File: src/rtl/pwm_audio_out.sv
// pwm_audio_out: FIFO-buffered PCM samples driven out as 1-bit PWM, one sample per counter period
module pwm_audio_out #(
  parameter int width = 8,
  parameter int depth = 4
) (
  input  logic                   clk,
  input  logic                   reset,
  input  logic [width-1:0]       count,
  input  logic [width-1:0]       sample_in,
  input  logic                   sample_valid,
  output logic                   sample_ready,
  input  logic                   underrun_clr,
  output logic                   pwm_out,
  output logic                   underrun,
  output logic [$clog2(depth):0] fill_level
);
  localparam int aw = $clog2(depth);
  logic [width-1:0] mem_q [depth];
  logic [aw-1:0] wr_q, wr_d, rd_q, rd_d;
  logic [aw:0] fill_q, fill_d;
  logic [width-1:0] duty_q, duty_d;
  logic pwm_q, pwm_d, underrun_q, underrun_d, push, pop, boundary, empty;
  assign sample_ready = fill_q != (aw+1)'(depth);
  assign pwm_out = pwm_q;
  assign underrun = underrun_q;
  assign fill_level = fill_q;
  // Next state: a boundary is count == all-ones; pop only when something is buffered
  always_comb begin
    empty = fill_q == '0;
    boundary = &count;
    push = sample_valid && sample_ready;
    pop = boundary && !empty;
    wr_d = push ? wr_q + aw'(1) : wr_q;
    rd_d = pop ? rd_q + aw'(1) : rd_q;
    fill_d = fill_q + (aw+1)'(push) - (aw+1)'(pop);
    duty_d = pop ? mem_q[rd_q] : duty_q;
    underrun_d = (boundary && empty) ? 1'b1 : underrun_clr ? 1'b0 : underrun_q;
    pwm_d = count < duty_q;
  end
  // Sample storage; contents are don't-care until written, so no reset
  always_ff @(posedge clk)
    if (push) mem_q[wr_q] <= sample_in;
  // Control state; duty resets to mid-scale silence
  always_ff @(posedge clk or posedge reset)
    if (reset) begin
      wr_q <= '0;
      rd_q <= '0;
      fill_q <= '0;
      duty_q <= {1'b1, {(width-1){1'b0}}};
      underrun_q <= 1'b0;
      pwm_q <= 1'b0;
    end else begin
      wr_q <= wr_d;
      rd_q <= rd_d;
      fill_q <= fill_d;
      duty_q <= duty_d;
      underrun_q <= underrun_d;
      pwm_q <= pwm_d;
    end
endmodule

File: config.mk
export PLATFORM = sky130hd
export DESIGN_NAME = pwm_audio_out
export DESIGN_NICKNAME = d
export VERILOG_FILES = /design/src/rtl/pwm_audio_out.sv
export SDC_FILE = /design/constraint.sdc
export NUM_CORES = 1
export LEC_CHECK = 0
export ABC_AREA = 1
export CORE_ASPECT_RATIO = 1.75
export CORE_UTILIZATION = 42
export CTS_CLUSTER_DIAMETER = 120
export CTS_CLUSTER_SIZE = 12
export DETAILED_ROUTE_END_ITERATION = 10
export HOLD_SLACK_MARGIN = 0.02
export PLACE_DENSITY = 0.69
export SYNTH_ARGS = -nofsm -noshare
export SYNTH_HDL_FRONTEND = slang
export SYNTH_SLANG_ARGS = --single-unit
File: constraint.sdc
create_clock -name clk -period 1.95 [get_ports clk]
set_clock_uncertainty 0.1 [all_clocks]
set_input_delay 0.195 -clock clk [delete_from_list [all_inputs] [get_ports clk]]
set_output_delay 0.195 -clock clk [all_outputs]
set_load 0.05 [all_outputs]
==> impl_results.md, run 1 <==
* Critical path data arrival time at 2.04 ns
* Switch share at 0.346
* Via/cell ratio at 4.86
* Vias in the first global route at ~1,500
* Post-Route WL at 3750 um
* Critical Path Source Type: flip-flop
* Die W at 57.1 um
* Syn. warnings at 0
* Max-slew violations at 0
* Initial antenna violation count at 0
* # Max-Cap Violations at 0
* Synth area leaders: edfxtp_1 43%, dfrtp_1 18%, ha_1 7.3%
* Fin util at 0.554
* Worst-margin pin slew at 0.617 ns
* CTS tree: built
* Syn Nets at 239
* Height of the chip at ~98 um
* Drt drc at 7
* Synth Instances at 205
* Worst Path Max Fanout at 2
* Routed WL per cell at roughly 12 um
* Outcome: finished with violations
* Core Region at roughly 5000 um2
* H-tree depth at 2
* P per Cell Area at about 1100 nW/um2
* Worst path buffer plus inverter count at 3
* Row cnt at 34
* CTS Sinks at between 40 and 50
* Initial DRC Count at 55
* Yosys top cell by area: edfxtp_1
* Final nets at between 200 and 300
* Clock transition at path regs at ~0.090 ns
* Worst ir drop on vdd at around 640 uV
* WP data required at between 2 and 2.5 ns
* Crit Path Class: flip-flop to flip-flop
* Comb power frac at 0.333
* Global-route wire length before repair at approximately 6500 um
* Inst Count DP at roughly 300
* Synth top area share at 0.430
* Total CTS buffers at 5
* ANT nets after route at 0
* Distinct cells, synth at 23
* Fmax at 0.516 GHz
* Min Tclk post-route at about 1.9 ns
* Slowest CP cell: dfrtp_2
* Clk_lat worst skew at roughly 0.3 ns
* DP Wirelength at 2700 um
* Die area at 5620 um2
* DRT Pass-1 Iters at 7
* RSZ-0062 raised after global routing: true
* Commonest non-fill, non-tap cell in the layout: nand2_1
* I/O Buffers at 25
* Most frequent cells in the layout: 38 x nand2_1, 32 x edfxtp_1, 28 x nor2_1
* Final Hold Vio Count at 0
* Layout fillers at ~440
* Total chip power at roughly 0.0031 W
* Share of power burned in registers at 0.476
* Internal cell power at around 0.0020 W
* Global Route Usage Sum at 0.153
* Hold Buf Count CTS at 0
* Post-route insts no fill at around 310
* CTS root buffer: clkbuf_8
* Seq/Total Area, Yosys at 0.622
* Layout cells sized above 1 at 0.206
* Final Setup Violations at 0
* Hold WC Path Type: input pin to asynchronous set/reset pin
* Ant. Diodes at 0
* Clock power frac at 0.192
* Crit path largest cell delay at ~0.43 ns
* Placer Congestion at 0.722
* Grt total ovfl at 0
* Io pins at 26
* Largest net degree at the start of global routing at 19
* Slew HR at 0.588
* Layout area overhead at 24.7%
* Synthesized area per cell at around 11 um2
* FF+latch count, synth at a little under 50
* Net Sw Power at between 0.001 and 0.0015 W
* Setup TNS at 0 ns
* CTS max path bufs at 2
* Critical-path cell list: nor2_4, nand2_2, nand3_2, inv_2, ha_4, inv_4, ha_4, inv_2, fa_1, xnor2_1
* Pleak at roughly 1.2 nW
* Via count at approximately 1,500
* Starting Density at 0.445
* Post-route cell area at about 2800 um2
* Critical path endpoint category: flip-flop
* Placed Area at 2660 um2
* Violations in the final reports: DRC
* Fin crit share at 0.995
* Mapped cell area at roughly 2200 um2
* Delay-heaviest family, CP: adder cells
-- layer usage --
metal / up-vias / part of all wire / global-route usage
li1: 760 / - / -
met1: 691 / 0.40 / 0.166
met2: 26 / 0.53 / 0.271
met3: 11 / 0.034 / 0.0302
met4: 0 / 0.032 / 0.0863
met5: - / 0 / 0
-- cells by family after synthesis --
family          after synthesis  synth area share
simple gates                 76             0.137
flops                        49             0.622
compound gates               32            0.0774
xor+xnor                      4            0.0157
buf+inv                      30            0.0667
fa+ha+maj                    14            0.0818
-- synthesized netlist by cell type (all sizes together) --
cell type / n
edfxtp: 32
xor2: 2
o21ai: 26
xnor2: 2
inv: 25
nand3: 2
dfrtp: 16
nor2: 33
o22ai: 1
fa: 1
dfstp: 1
nand2: 41
a21oi: 5
ha: 13
buf: 5
-- state kept, by name, indices dropped and copies added, names as in the netlist --
name,count
fill_level,3
pwm_out,1
wr_q,2
duty_q,8
rd_q,2
underrun,1
mem_q,32
-- area by class of cell --
type | instances | area, um2 | share of cell area
timing repair buffer | 44 | 390 | 0.140
tap | 54 | 67.6 | 0.0243
sequential | 49 | 1390 | 0.500
inverter | 25 | 98.8 | 0.0355
clock buffer | 5 | 68.8 | 0.0247
multi-input combinational | 126 | 743 | 0.267
clock inverter | 3 | 22.5 | 0.00809
-- per-stage QoR --
step,hold slack [ns],setup slack [ns]
after global routing,0.246,-0.0636
final,0.154,0.0102
after CTS,0.186,0.00791
after global placement,0.358,-0.267
after floorplan,0.0201,-0.150
after detailed placement,0.367,-0.318
-- power groups by stage --
stage	logic [W]	registers, W	clock network, W
2_1_floorplan	0.000562	0.00160	0
3_5_place_dp	0.00101	0.00149	0
6_report	0.00102	0.00146	0.000590
3_3_place_gp	0.000988	0.00148	0
5_1_grt	0.00115	0.00149	0.000653
4_1_cts	0.00102	0.00147	0.000614
-- worst paths after layout --
path	to	slack, ns	cells after the start	start
setup / recovery	fill_level[2]	0.01	10	fill_level[1]
hold / removal	wr_q[1]	0.15	2	reset
setup reg to reg	fill_level[2]	0.01	10	fill_level[1]
hold reg to reg	duty_q[7]	0.38	2	duty_q[7]
max in group asynchronous	fill_level[2]	1.16	2	reset
min in group clk	underrun	0.36	2	underrun_clr
-- repair_timing --
item	4_1_cts	5_1_grt
setup endpoints to repair	2	2
pin swaps	0	3
resized for setup	1	6
hold endpoints to repair	0	0
setup buffers	0	2
(Power assumes the default switching activity.)
==> run 2: changes to the inputs <==
--- a/config.mk
+++ b/config.mk
@@ -7,12 +7,13 @@
 export LEC_CHECK = 0
 export ABC_AREA = 1
 export CORE_ASPECT_RATIO = 1.75
-export CORE_UTILIZATION = 42
+export CORE_UTILIZATION = 44
 export CTS_CLUSTER_DIAMETER = 120
 export CTS_CLUSTER_SIZE = 12
 export DETAILED_ROUTE_END_ITERATION = 10
 export HOLD_SLACK_MARGIN = 0.02
-export PLACE_DENSITY = 0.69
+export PLACE_DENSITY = 0.72
+export REMOVE_ABC_BUFFERS = 1
 export SYNTH_ARGS = -nofsm -noshare
 export SYNTH_HDL_FRONTEND = slang
 export SYNTH_SLANG_ARGS = --single-unit
==> run 2 against run 1 <==
The run now ends clean. First-iteration DRC count is 16% lower. Sequential cell count stayed put. Critical path depth is 1 higher. Die area shrank 4.4%. Sequential share of layout area is 0.51 points lower. Maximum frequency up 0.66%. Non-clock buffer count is 1 higher. Power rose by 3.8%. Sequential power is essentially flat. Wire length grew 0.67%. Worst setup slack better by 0.013 ns. Largest cell class unchanged. Largest power group unchanged.
==> impl_results.md, run 2 (synthesized netlist as in run 1, its figures left out) <==
* Vias in the first global route at 1,380
* P per Cell Area at around 1100 nW/um2
* Worst Path Max Fanout at 2
* Fmax at a little over 0.5 GHz
* Final Setup Violations at 0
* Clock power frac at 0.213
* Slowest CP cell: fa_2
* Largest net degree at the start of global routing at 19
* Delay-heaviest family, CP: adder cells
* DRT Pass-1 Iters at 4
* Worst-margin pin slew at around 0.63 ns
* Max-slew violations at 0
* Register Area at roughly 1400 um2
* Io pins at 26
* Row cnt at 34
* Critical path endpoint category: flip-flop
* Initial antenna violation count at 0
* Post-route cell area at roughly 2800 um2
* ANT nets after route at 0
* Pleak at ~1.2 nW
* Most frequent cells in the layout: 38 x nand2_1, 32 x edfxtp_1, 28 x nor2_1
* Internal cell power at around 0.0021 W
* CTS tree: built
* I/O Buffers at 25
* Worst path buffer plus inverter count at 5
* Net Sw Power at between 0.001 and 0.0015 W
* CTS max path bufs at 2
* RSZ-0062 raised after global routing: true
* Via count at around 1,500
* Fin util at 0.568
* Post-Route WL at approximately 3800 um
* Routed WL per cell at 12.3 um
* Starting Density at 0.452
* Max reg flops at 32
* Switch share at 0.328
* Comb power frac at 0.331
* Fin crit share at 0.988
* Outcome: completed
* Drt drc at 0
* Slew HR at 0.577
* Global-route wire length before repair at approximately 6200 um
* Layout cells sized above 1 at 0.190
* Global Route Usage Sum at 0.152
* Share of power burned in registers at 0.456
* Commonest non-fill, non-tap cell in the layout: nand2_1
* Die area at between 5000 and 6000 um2
* Placed Area at 2630 um2
* Top reg by flops: mem_q
* Critical path data arrival time at ~2.0 ns
* Layout fillers at 430
* Clock transition at path regs at around 0.08 ns
* Worst ir drop on vdd at 813 uV
* Via/cell ratio at between 4 and 5
* Critical Path Source Type: input pin
* # Max-Cap Violations at 0
* Ant. Diodes at 0
* WP data required at between 2 and 2.5 ns
* Placer Congestion at around 0.73
* Inst Count DP at ~300
* Height of the chip at 96.2 um
* Multi-input logic area at 736 um2
* Final nets at approximately 290
* Min Tclk post-route at about 1.9 ns
* Total CTS buffers at 5
* Die W at between 50 and 60 um
* CTS Sinks at between 40 and 50
* Crit Path Class: input pin to flip-flop
* Post-route insts no fill at 307
* CTS root buffer: clkbuf_8
* Initial DRC Count at between 40 and 50
* Critical-path cell list: clkdlybuf4s50_1, nand2_1, nor2_2, nand3_2, inv_2, ha_4, inv_2, ha_4, inv_1, fa_2, inv_1
* Crit path largest cell delay at 0.52 ns
* DP Wirelength at about 2800 um
* Core Region at between 4000 and 5000 um2
* Hold WC Path Type: input pin to asynchronous set/reset pin
* H-tree depth at 2
* Final Hold Vio Count at 0
* Layout area overhead at 25.6%
* Grt total ovfl at 0
* Clk_lat worst skew at 0.30 ns
## run 2: changes by cell type in the layout (fill, tap and decap cells not counted), sizes merged
cell | previous run | this run
clkinv | 3 | 0
dlymetal6s2s | 1 | 3
clkdlybuf4s50 | 22 | 21
clkbuf | 5 | 8
## run 2: area by class of cell
class | count | area share
clock buffers | 8 | 0.0397
flip-flops and latches | 49 | 0.495
multi-input cells | 126 | 0.262
inverters | 25 | 0.0344
well taps | 54 | 0.0241
repair buffers | 45 | 0.145
## run 2: per-stage QoR
stage / worst slack [ns] / hold WS (ns) / TNS [ns] / total power [W]
floorplan: -0.654 / 0.0203 / -10.98 / 0.00208
global placement: -0.295 / 0.357 / -0.582 / 0.00244
detailed placement: -0.315 / 0.366 / -0.628 / 0.00248
CTS: -0.00288 / 0.195 / -0.00288 / 0.00317
global route: -0.0416 / 0.230 / -0.0416 / 0.00340
finish: 0.0230 / 0.170 / 0 / 0.00319
## run 2: per-layer routing
layer,vias up,track usage,share of wire
li1,760,-,-
met1,698,0.162,0.40
met2,29,0.294,0.56
met3,4,0.0323,0.030
met4,0,0.0549,0.011
met5,-,0,0
## run 2: worst paths after layout
path | start | endpoint | slack, ns | depth (start not counted)
max | count[3] | fill_level[1] | 0.02 | 11
max reg2reg | fill_level[0] | fill_level[1] | 0.03 | 10
min reg2reg | duty_q[7] | duty_q[7] | 0.37 | 2
min in group clk | underrun_clr | underrun | 0.37 | 2
min | reset | fill_level[0] | 0.17 | 2
max in group asynchronous | reset | duty_q[4] | 1.17 | 2
## run 2: power by group through the flow
stage | Sequential (W) | Clock [W] | Combinational, W
4_1_cts | 0.00145 | 0.000697 | 0.00102
6_report | 0.00146 | 0.000679 | 0.00106
2_1_floorplan | 0.00160 | 0 | 0.000483
3_3_place_gp | 0.00146 | 0 | 0.000981
3_5_place_dp | 0.00147 | 0 | 0.00101
5_1_grt | 0.00148 | 0.000738 | 0.00118
## run 2: worst register-to-register path: cells and delay by family, from the launching register on
family	cells	cell delay, ns
AND/OR/NAND/NOR	3	0.29
flip-flops	1	0.42
buffers and inverters	4	0.19
adder cells (fa/ha/maj)	3	0.83
## run 2: what timing repair did
action                                  4_1_cts  5_1_grt
resized for setup                             1       11
hold buffers                                  0        0
setup buffers                                 0        2
pin swaps                                     0        3
hold endpoints to repair                      0        0
endpoints found under the setup margin        2        4
==> run 3: changes to the inputs <==
--- a/config.mk
+++ b/config.mk
@@ -11,8 +11,9 @@
 export CTS_CLUSTER_DIAMETER = 120
 export CTS_CLUSTER_SIZE = 12
 export DETAILED_ROUTE_END_ITERATION = 10
+export GPL_ROUTABILITY_DRIVEN = 0
 export HOLD_SLACK_MARGIN = 0.02
-export PLACE_DENSITY = 0.72
+export PLACE_DENSITY = 0.74
 export REMOVE_ABC_BUFFERS = 1
 export SYNTH_ARGS = -nofsm -noshare
 export SYNTH_HDL_FRONTEND = slang
==> run 3 against run 2 <==
Global-route usage about the same. Design area up 0.67%. Critical path depth unchanged. Sequential share of layout area down 0.33 points. Die area unchanged. Critical endpoint unchanged. Largest cell class unchanged. Wire length down 0.40%. Clock power up 4.1%. The run now ends with setup timing left. Utilization up 0.38 points. Maximum frequency down 1.2%. Via count down 1.4%.
==> impl_results.md, run 3 (synthesized netlist as in run 1, its figures left out) <==
* Io pins at 26
* Routed WL per cell at between 10 and 15 um
* Layout area overhead at 26.5%
* ANT nets after route at 0
* Layout cells sized above 1 at 0.207
* Internal cell power at 0.00216 W
* Violations in the final reports: setup timing
* Clock power frac at 0.221
* Pleak at approximately 1.2 nW
* FF-to-FF setup slack at roughly 0.010 ns
* Most frequent cells in the layout: 38 x nand2_1, 32 x edfxtp_1, 28 x nor2_1
* Worst ir drop on vdd at 772 uV
* Top reg by flops: mem_q
* Initial antenna violation count at 0
* Switch share at 0.326
* Worst Path Max Fanout at 2
* Fmax at roughly 0.51 GHz
* Min Tclk post-route at a little under 2 ns
* CTS tree: built
* Final Setup Violations at 1
* Share of power burned in registers at 0.450
* R2r worst-path depth at 10
* Final nets at between 200 and 300
* Net Sw Power at around 0.0010 W
* Final Hold Vio Count at 0
* # Max-Cap Violations at 0
* Critical path data arrival time at 2.05 ns
* Crit path to: fill_level[1]
* WP data required at around 2.1 ns
* Max-slew violations at 0
* Clk_lat worst skew at between 0.2 and 0.3 ns
* Global-route wire length before repair at between 6000 and 7000 um
* H-tree depth at 2
* Core Region at between 4000 and 5000 um2
* Ant. Diodes at 0
* Inst Count DP at around 300
* Setup TNS at -0.000693 ns
* Vias in the first global route at 1,496
* Height of the chip at between 90 and 100 um
* Min setup slack post-route at -0.000693 ns
* Crit Path Class: input pin to flip-flop
* Post-route insts no fill at 310
* Critical Path Source Type: input pin
* Grt total ovfl at 0
* DRT Pass-1 Iters at 4
* Row cnt at 34
* Post-Route WL at 3760 um
* CTS Sinks at between 40 and 50
* Worst-margin pin slew at a little over 0.6 ns
* Total CTS buffers at 5
* Initial DRC Count at 26
* Commonest non-fill, non-tap cell in the layout: nand2_1
* Via count at 1,470
* CTS root buffer: clkbuf_8
* Clock transition at path regs at roughly 0.090 ns
* RSZ-0062 raised after global routing: true
* Slew HR at 0.593
* Comb power frac at 0.329
* Die W at between 50 and 60 um
* I/O Buffers at 25
* Final hold slack at between 0.15 and 0.2 ns
* P per Cell Area at 1130 nW/um2
* CTS max path bufs at 2
* Starting Density at 0.452
* Die area at roughly 5400 um2
* Drt drc at 0
* Total chip power at 0.00320 W
* Crit. Startpoint: count[7]
* Max reg flops at 32
* Fin crit share at 1.00
* Worst reg2reg path startpoint: fill_level[1]
* Outcome: finished with violations
* Largest net degree at the start of global routing at 19
* Worst R2R End: fill_level[1]
* Critical path endpoint category: flip-flop
* DP Wirelength at ~2700 um
* Via/cell ratio at around 4.7
* Global Route Usage Sum at 0.153
* Hold WC Path Type: input pin to asynchronous set/reset pin
[run 3: cell types whose count changed in the layout (fill, tap and decap cells not counted), sizes merged]
cell and change:
clkinv +1, clkdlybuf4s50 +2, bufinv +1, dlymetal6s2s -2, buf +3, clkinvlp +1
clkbuf -3
[run 3: worst max-delay path: stages]
cell	delay (ns)
clkdlybuf4s50_1	0.50
nand2_2	0.08
nor2_2	0.14
nand3_2	0.09
inv_2	0.09
ha_4	0.20
inv_4	0.06
ha_4	0.12
inv_2	0.03
fa_2	0.51
inv_1	0.04
[run 3: cell type report]
class                      count  area [um2]
timing repair buffer          48         423
multi-input combinational    126         731
inverter                      25        98.8
sequential                    49        1390
clock inverter                 3        46.3
clock buffer                   5        68.8
fill                         411        2110
tap                           54        67.6
[run 3: routing by layer]
layer,global-route usage,wire [um]
met1,0.144,1490
met2,0.321,2130
met3,0.0242,90
met4,0.0549,51
met5,0,0
[run 3: worst min path at each step]
stage,from,end,cells after the start
after floorplan,reset,duty_q[0],1
after global routing,reset,fill_level[1],2
final,reset,pwm_out,2
after detailed placement,duty_q[1],duty_q[1],2
after CTS,reset,wr_q[0],2
after global placement,duty_q[7],duty_q[7],2
[run 3: power by group through the flow]
stage | clock network [W] | registers, W | logic [W]
2_1_floorplan | 0 | 0.00160 | 0.000483
3_3_place_gp | 0 | 0.00146 | 0.000990
3_5_place_dp | 0 | 0.00146 | 0.00102
4_1_cts | 0.000726 | 0.00144 | 0.00104
5_1_grt | 0.000769 | 0.00146 | 0.00117
6_report | 0.000707 | 0.00144 | 0.00105
[run 3: per-stage QoR]
| step | cell area, um2 | setup slack, ns | utilization |
|---|---|---|---|
| 2_1_floorplan | 2180 | -0.654 | - |
| 3_3_place_gp | 2640 | -0.285 | 0.534 |
| 3_5_place_dp | 2640 | -0.338 | 0.534 |
| 4_1_cts | 2780 | 0.0109 | 0.563 |
| 5_1_grt | 2820 | -0.0553 | 0.572 |
| 6_report | 2820 | -0.000693 | 0.572 |
[run 3: repair_timing]
action,in CTS,in global routing
pin swaps,2,5
hold buffers,0,0
endpoints found under the setup margin,2,4
resized for setup,4,7
setup buffers,1,3
